### config.mk
export PLATFORM = sky130hd
export DESIGN_NAME = pipelined_csel_subtractor_flat
export DESIGN_NICKNAME = d
export VERILOG_FILES = /design/src/rtl/pipelined_csel_subtractor_pkg.sv /design/src/rtl/pipelined_csel_subtractor_if.sv /design/src/rtl/pipelined_csel_subtractor_sub_block.sv /design/src/rtl/pipelined_csel_subtractor.sv /design/src/flat_wrapper.sv
export SDC_FILE = /design/constraint.sdc
export NUM_CORES = 1
export LEC_CHECK = 0
export ABC_AREA = 1
export BUFFER_PORTS_ARGS = -buffer_cell sky130_fd_sc_hd__buf_2
export CAP_MARGIN = 10
export CORE_MARGIN = 2
export CORE_UTILIZATION = 56
export DETAILED_ROUTE_END_ITERATION = 12
export HOLD_SLACK_MARGIN = 0.08
export PLACE_DENSITY = 0.77
export SETUP_SLACK_MARGIN = 0.3
export SLEW_MARGIN = 20
export SYNTH_ARGS = -nofsm -noshare
export SYNTH_HDL_FRONTEND = slang
export SYNTH_HIERARCHICAL = 1
export SYNTH_SLANG_ARGS = --single-unit
### constraint.sdc
create_clock -name clk -period 3 [get_ports clk]
set_input_delay 0.45 -clock clk [delete_from_list [all_inputs] [get_ports clk]]
set_output_delay 0.45 -clock clk [all_outputs]
set_load 0.01 [all_outputs]
### src/rtl/pipelined_csel_subtractor_pkg.sv
// Shared widths and the stage-1 payload of the
// pipelined carry-select subtractor.
package pipelined_csel_subtractor_pkg;

  localparam int SUB_WIDTH = 16;
  localparam int SUB_BLOCK = 4;
  localparam int SUB_HALF  = SUB_WIDTH / 2;
  localparam int SUB_NUP   = SUB_HALF / SUB_BLOCK;

  // Low half is resolved in stage 1; the upper
  // half travels as both carry-in candidates.
  typedef struct packed {
    logic [SUB_HALF-1:0]               lowDiff;
    logic                              midBorrow;
    logic [SUB_NUP-1:0][SUB_BLOCK-1:0] upSum0;
    logic [SUB_NUP-1:0][SUB_BLOCK-1:0] upSum1;
    logic [SUB_NUP-1:0]                upCout0;
    logic [SUB_NUP-1:0]                upCout1;
    logic                              aMsb;
    logic                              bMsb;
  } s1_t;

endpackage

### src/rtl/pipelined_csel_subtractor_if.sv
// Operand/result bundle with valid/ready on both sides.
// master = producer/consumer side, slave = subtractor.
interface pipelined_csel_subtractor_if
  import pipelined_csel_subtractor_pkg::*;
#(
  parameter int WIDTH = SUB_WIDTH
);

  logic             inValid;
  logic             inReady;
  logic [WIDTH-1:0] a;
  logic [WIDTH-1:0] b;
  logic             borrowIn;
  logic             outValid;
  logic             outReady;
  logic [WIDTH-1:0] diff;
  logic             borrowOut;
  logic             overflow;
  logic             zero;

  modport master (
    output inValid, a, b, borrowIn, outReady,
    input  inReady, outValid, diff,
    input  borrowOut, overflow, zero
  );

  modport slave (
    input  inValid, a, b, borrowIn, outReady,
    output inReady, outValid, diff,
    output borrowOut, overflow, zero
  );

endinterface

### src/rtl/pipelined_csel_subtractor_sub_block.sv
// BLOCK-bit ripple block: sum = a + ~b + cin.
// Ports: a, b, cin in; sum, cout out (cout = ~borrow).
module sub_block #(
  parameter int BLOCK = 4
) (
  input  logic [BLOCK-1:0] a,
  input  logic [BLOCK-1:0] b,
  input  logic             cin,
  output logic [BLOCK-1:0] sum,
  output logic             cout
);

  logic [BLOCK-1:0] nb;
  logic [BLOCK:0]   c;

  assign nb   = ~b;
  assign c[0] = cin;

  for (genvar i = 0; i < BLOCK; i++) begin : g_bit
    assign sum[i]   = a[i] ^ nb[i] ^ c[i];
    assign c[i+1]   = (a[i] & nb[i])
                    | (c[i] & (a[i] ^ nb[i]));
  end

  assign cout = c[BLOCK];

endmodule

### src/rtl/pipelined_csel_subtractor.sv
// 2-stage carry-select subtractor, diff = a - b - borrowIn.
// Ports: clk, rst (sync, active high), io (slave bundle).
module pipelined_csel_subtractor
  import pipelined_csel_subtractor_pkg::*;
#(
  parameter int WIDTH = SUB_WIDTH,
  parameter int BLOCK = SUB_BLOCK
) (
  input  logic clk,
  input  logic rst,
  pipelined_csel_subtractor_if.slave io
);

  localparam int NBLK = WIDTH / BLOCK;
  localparam int NLO  = NBLK / 2;
  localparam int NUP  = NBLK - NLO;
  localparam int HALF = WIDTH / 2;

  logic [NBLK-1:0][BLOCK-1:0] sum0;
  logic [NBLK-1:0][BLOCK-1:0] sum1;
  logic [NBLK-1:0]            co0;
  logic [NBLK-1:0]            co1;

  for (genvar j = 0; j < NBLK; j++) begin : g_blk
    sub_block #(.BLOCK(BLOCK)) u_c0 (
      .a    (io.a[j*BLOCK +: BLOCK]),
      .b    (io.b[j*BLOCK +: BLOCK]),
      .cin  (1'b0),
      .sum  (sum0[j]),
      .cout (co0[j])
    );
    sub_block #(.BLOCK(BLOCK)) u_c1 (
      .a    (io.a[j*BLOCK +: BLOCK]),
      .b    (io.b[j*BLOCK +: BLOCK]),
      .cin  (1'b1),
      .sum  (sum1[j]),
      .cout (co1[j])
    );
  end

  logic s1Valid;
  logic s2Valid;
  logic s1En;
  logic s2En;

  assign s2En = !s2Valid || io.outReady;
  assign s1En = !s1Valid || s2En;

  s1_t  nxt;
  s1_t  s1q;
  logic lc;

  // Carry = ~borrow; block 0 takes ~borrowIn.
  always_comb begin
    nxt = '0;
    lc  = ~io.borrowIn;
    for (int j = 0; j < NLO; j++) begin
      nxt.lowDiff[j*BLOCK +: BLOCK] =
        lc ? sum1[j] : sum0[j];
      lc = lc ? co1[j] : co0[j];
    end
    nxt.midBorrow = ~lc;
    for (int k = 0; k < NUP; k++) begin
      nxt.upSum0[k]  = sum0[NLO+k];
      nxt.upSum1[k]  = sum1[NLO+k];
      nxt.upCout0[k] = co0[NLO+k];
      nxt.upCout1[k] = co1[NLO+k];
    end
    nxt.aMsb = io.a[WIDTH-1];
    nxt.bMsb = io.b[WIDTH-1];
  end

  logic [WIDTH-1:0] d;
  logic             uc;
  logic             boN;
  logic             ovfN;
  logic             zN;

  always_comb begin
    d            = '0;
    d[HALF-1:0]  = s1q.lowDiff;
    uc           = ~s1q.midBorrow;
    for (int k = 0; k < NUP; k++) begin
      d[HALF+k*BLOCK +: BLOCK] =
        uc ? s1q.upSum1[k] : s1q.upSum0[k];
      uc = uc ? s1q.upCout1[k] : s1q.upCout0[k];
    end
    boN  = ~uc;
    ovfN = (s1q.aMsb ^ s1q.bMsb)
         & (d[WIDTH-1] ^ s1q.aMsb);
    zN   = (d == '0);
  end

  logic [WIDTH-1:0] dq;
  logic             boq;
  logic             ovfq;
  logic             zq;

  always_ff @(posedge clk) begin
    if (rst) begin
      s1Valid <= 1'b0;
      s1q     <= '0;
      s2Valid <= 1'b0;
      dq      <= '0;
      boq     <= 1'b0;
      ovfq    <= 1'b0;
      zq      <= 1'b0;
    end else begin
      if (s1En) begin
        s1Valid <= io.inValid;
        if (io.inValid) s1q <= nxt;
      end
      if (s2En) begin
        s2Valid <= s1Valid;
        if (s1Valid) begin
          dq   <= d;
          boq  <= boN;
          ovfq <= ovfN;
          zq   <= zN;
        end
      end
    end
  end

  assign io.inReady   = s1En;
  assign io.outValid  = s2Valid;
  assign io.diff      = dq;
  assign io.borrowOut = boq;
  assign io.overflow  = ovfq;
  assign io.zero      = zq;

endmodule

### src/flat_wrapper.sv
// flat-port wrapper written by rule: the top's interface ports become plain ports
module pipelined_csel_subtractor_flat import pipelined_csel_subtractor_pkg::*;
#(
  parameter int WIDTH = SUB_WIDTH,
  parameter int BLOCK = SUB_BLOCK
)
  (clk, rst, io_inValid, io_a, io_b, io_borrowIn, io_outReady, io_inReady, io_outValid, io_diff, io_borrowOut, io_overflow, io_zero);
  pipelined_csel_subtractor_if #(.WIDTH(WIDTH)) io_i ();
  input  logic clk;
  input  logic rst;
  input wire logic [$bits(io_i.inValid)-1:0] io_inValid;
  input wire logic [$bits(io_i.a)-1:0] io_a;
  input wire logic [$bits(io_i.b)-1:0] io_b;
  input wire logic [$bits(io_i.borrowIn)-1:0] io_borrowIn;
  input wire logic [$bits(io_i.outReady)-1:0] io_outReady;
  output wire logic [$bits(io_i.inReady)-1:0] io_inReady;
  output wire logic [$bits(io_i.outValid)-1:0] io_outValid;
  output wire logic [$bits(io_i.diff)-1:0] io_diff;
  output wire logic [$bits(io_i.borrowOut)-1:0] io_borrowOut;
  output wire logic [$bits(io_i.overflow)-1:0] io_overflow;
  output wire logic [$bits(io_i.zero)-1:0] io_zero;
  assign io_i.inValid = io_inValid;
  assign io_i.a = io_a;
  assign io_i.b = io_b;
  assign io_i.borrowIn = io_borrowIn;
  assign io_i.outReady = io_outReady;
  assign io_inReady = io_i.inReady;
  assign io_outValid = io_i.outValid;
  assign io_diff = io_i.diff;
  assign io_borrowOut = io_i.borrowOut;
  assign io_overflow = io_i.overflow;
  assign io_zero = io_i.zero;
  pipelined_csel_subtractor #(.WIDTH(WIDTH), .BLOCK(BLOCK)) u_core (.clk(clk), .rst(rst), .io(io_i));
endmodule
==> results.yml <==
outcome:
  run_status: "complete, no violations"
logic_synthesis:
  async_reset_ff_share_pct: 0
  postSynthRegisterBits: 52
  netlist_top_cells_count: "inv_1, dfxtp_1, nor2_1, nand2_1, o21ai_0"
  synthCells: 405
  ys_warn_count: 6
  netlist_top_cells_area: "dfxtp_1, fa_1, inv_1"
  synthDistinctLibCells: 27
  synth-edff-count: 0
  portion_of_synthesized_cell_area_occupied_by_the_leading_cell_type_pct: 33.09
  synth_seq_area_share_pct: 33.09
  synthFlopType: "dfxtp_1"
  synth_area_sq_um: 3146
  syn_area_per_cell_sq_um: 7.767
  synthMostInstantiatedCell: "inv_1"
  synth_largest_area_cell: "dfxtp_1"
final_layout:
  area_growth_syn_to_layout_pct: 13.21
  antennaDiodeCount: 0
  nNetsFinal: 529
  fraction_of_layout_instances_using_a_drive_strength_above_1_pct: 17.79
floorplanning:
  die_area_sq_um: 6232
  boundaryPins: 58
  floorplan.initialDensity_pct: 57.48
  floorplan.die.width_microns: 78.95
  die_height_microns: 78.95
  design.core.area_sq_um: 5473
  row_cnt: 27
sta:
  final-setup-viol-count: 0
  finalWorstPathRequiredPeriod_ns: 2.324
  fmax_mhz: 430.3
  final_min_period_over_clock_period_pct: 77.47
  final.hold.worst_slack_ns: 0.4428
  finalHoldViolCount: 0
  timing.slew.headroom_pct: 60.38
  fin_worst_skew_ns: 0.006994
  worst_pin_slew_ns: 0.5934
  rsz0062_at_grt: "no"
  report.final.slew_viol_count: 0
  setup_tns_ns: 0
power_and_ir_drop:
  p_int_mw: 1.148
  power.combinational.fraction_pct: 23.6
  power.share.clock_pct: 28.3
  netSwitchingFraction_pct: 29.58
  power.static_leakage_nw: 1.942
  sequentialPowerShare_pct: 48.1
  cellPowerDensity_nw_per_um2: 457.8
  peakVddDrop_v: 0.0002514
  power.switching_uw: 482.2
routing:
  first_iter_violations: 114
  dr_wl_met2_microns: 2875
  route.layer.met1.wl_microns: 2450
  detailroute.wirelength.met3_microns: 230
  vias: 2500
  postRouteWirelength_microns: 5607
  remaining_design_rule_violation_count: 0
  drt-vias-per-instance: 4.690
  ant_nets: 0
  drt_first_pass_iters: 4
  wl_per_cell_microns: 10.52
  topRoutingLayerUsed: "met4"
clocking:
  post_cts.resized_instances: 0
  post_cts.repair.setup_buffers: 0
  cts_buffers: 5
  clock-root-buffer: "clkbuf_8"
  post_cts_hold_buffer_count: 0
  clk_transition_reported_paths_ns: 0.09
  worst_skew_pair.late_latency_ns: 0.30
  clock_sinks: 52
  cts_tree: "yes"
  cts_buffer_depth: 2
  htree_levels: 2
hold_path:
  hold_wc_path_type: "in -> reg"
grt:
  overflow: 0
  antenna_violations_before_repair: 0
  grt_usage_pct: 20.02
  grt_start_max_net_pins: 45
  vias_in_the_first_global_route: 2423
  wire_length_of_the_first_global_routing_pass_microns: 9949
placement:
  place.port_buffers: 57
  detailedPlacementHpwl_microns: 4460
  gp_routability_congestion: 0.7950
critical_path:
  type_of_element_capturing_the_critical_path: "flip-flop"
  max_stage_delay_ns: 0.38
  timing.critical_path.arrival_ns: 2.52
  timing_worst_setup_path_type: "in -> reg"
  critical_path.cell_chain: "buf_2 > inv_1 > fa_1 > inv_1 > fa_1 > inv_1 > fa_1 > inv_1 > fa_1 > o21ai_2 > inv_2 > nand2_1 > nand3_1 > o211ai_1 > inv_1"
  critical_path_startpoint_category: "primary input"
  timing.critical_path.required_ns: 3.20
  critical_path_peak_fanout: 6
  worst_path_most_repeated_cell: "inv_1"
  critical-path-slowest-cell: "fa_1"
run:
  cap_violations: 0
state kept, by name, summed over array words and instances (netlist names):
signal	count
u_core/d	8
u_core/io.diff	16
u_core/s1q	23
u_core/io.outValid	1
u_core/io.zero	1
u_core/s1Valid	1
u_core/io.borrowOut	1
u_core/io.overflow	1
cells in the final DEF, fill, tap and decap left out, types with 3 or more instances in the layout:
master and n:
a21oi_1 29, buf_2 57, clkbuf_8 5, conb_1 8, dfxtp_1 52, fa_1 32, inv_1 113, inv_2 5
nand2_1 35, nand2_2 3, nand3_1 12, nor2_1 44, o211ai_1 8, o21ai_0 34, o21ai_1 8
metal layers:
metal / vias up / track usage, %
met4: 0 / 4.655
met3: 5 / 3.182
met1: 1146 / 24.09
met5: - / 0
li1: 1297 / -
met2: 52 / 37.52
logic make-up after synthesis:
kind of cell / share of synthesized area (%)
other: 0.2388
AOI/OAI and AO/OA: 15.08
DFF: 33.09
and+or+nand+nor: 13.76
adders and majority gates: 20.37
buffers and inverters: 17.46
critical path, delay by kind of cell:
kind / cells / cell delay (ns)
adder cells (fa/ha/maj): 4 / 1.04
buffers and inverters: 7 / 0.49
AO/OA/AOI/OAI: 2 / 0.40
AND/OR/NAND/NOR: 2 / 0.15
worst paths after layout:
path                          startpoint                     endpoint  slack [ns]  cells after the start
max                              io_a[0]     u_core/d[4]$_SDFFE_PP0P_        0.68                     15
min                                  rst  u_core/io.zero$_SDFFE_PP0P_        0.44                      2
max reg2reg  u_core/s1Valid$_SDFFE_PP0P_     u_core/d[4]$_SDFFE_PP0P_        1.46                      6
min reg2reg   u_core/s1q[3]$_SDFFE_PP0P_   u_core/s1q[3]$_SDFFE_PP0P_        0.45                      2
power groups by stage:
stage                     sequential, mW  clock (mW)  combinational (mW)
final                              0.784       0.461               0.385
after global placement             0.797           0               0.373
after global routing               0.791       0.500               0.461
after CTS                          0.784       0.470               0.390
after floorplan                    0.798           0               0.276
after detailed placement           0.800           0               0.389
final cells by class:
class / count / area, sq um
multi-input cells: 224 / 1578
clock inverters: 2 / 35.03
fillers: 517 / 1912
well taps: 72 / 90.09
repair buffers: 58 / 292.8
clock buffers: 6 / 72.57
inverters: 119 / 451.7
flip-flops and latches: 52 / 1041
through the flow:
| step | cell area, sq um | power (mW) | cells | setup slack (ns) | utilization [%] |
|---|---|---|---|---|---|
| after floorplan | 3168 | 1.073 | 411 | 0.6641 | - |
| after global placement | 3453 | 1.170 | 525 | 0.4549 | 63.10 |
| after detailed placement | 3453 | 1.189 | 525 | 0.3562 | 63.10 |
| after CTS | 3561 | 1.645 | 533 | 0.6768 | 65.07 |
| after global routing | 3561 | 1.752 | 533 | 0.5067 | 65.07 |
| final | 3561 | 1.630 | 533 | 0.6760 | 65.07 |
Power figures use the tool's default switching activity.
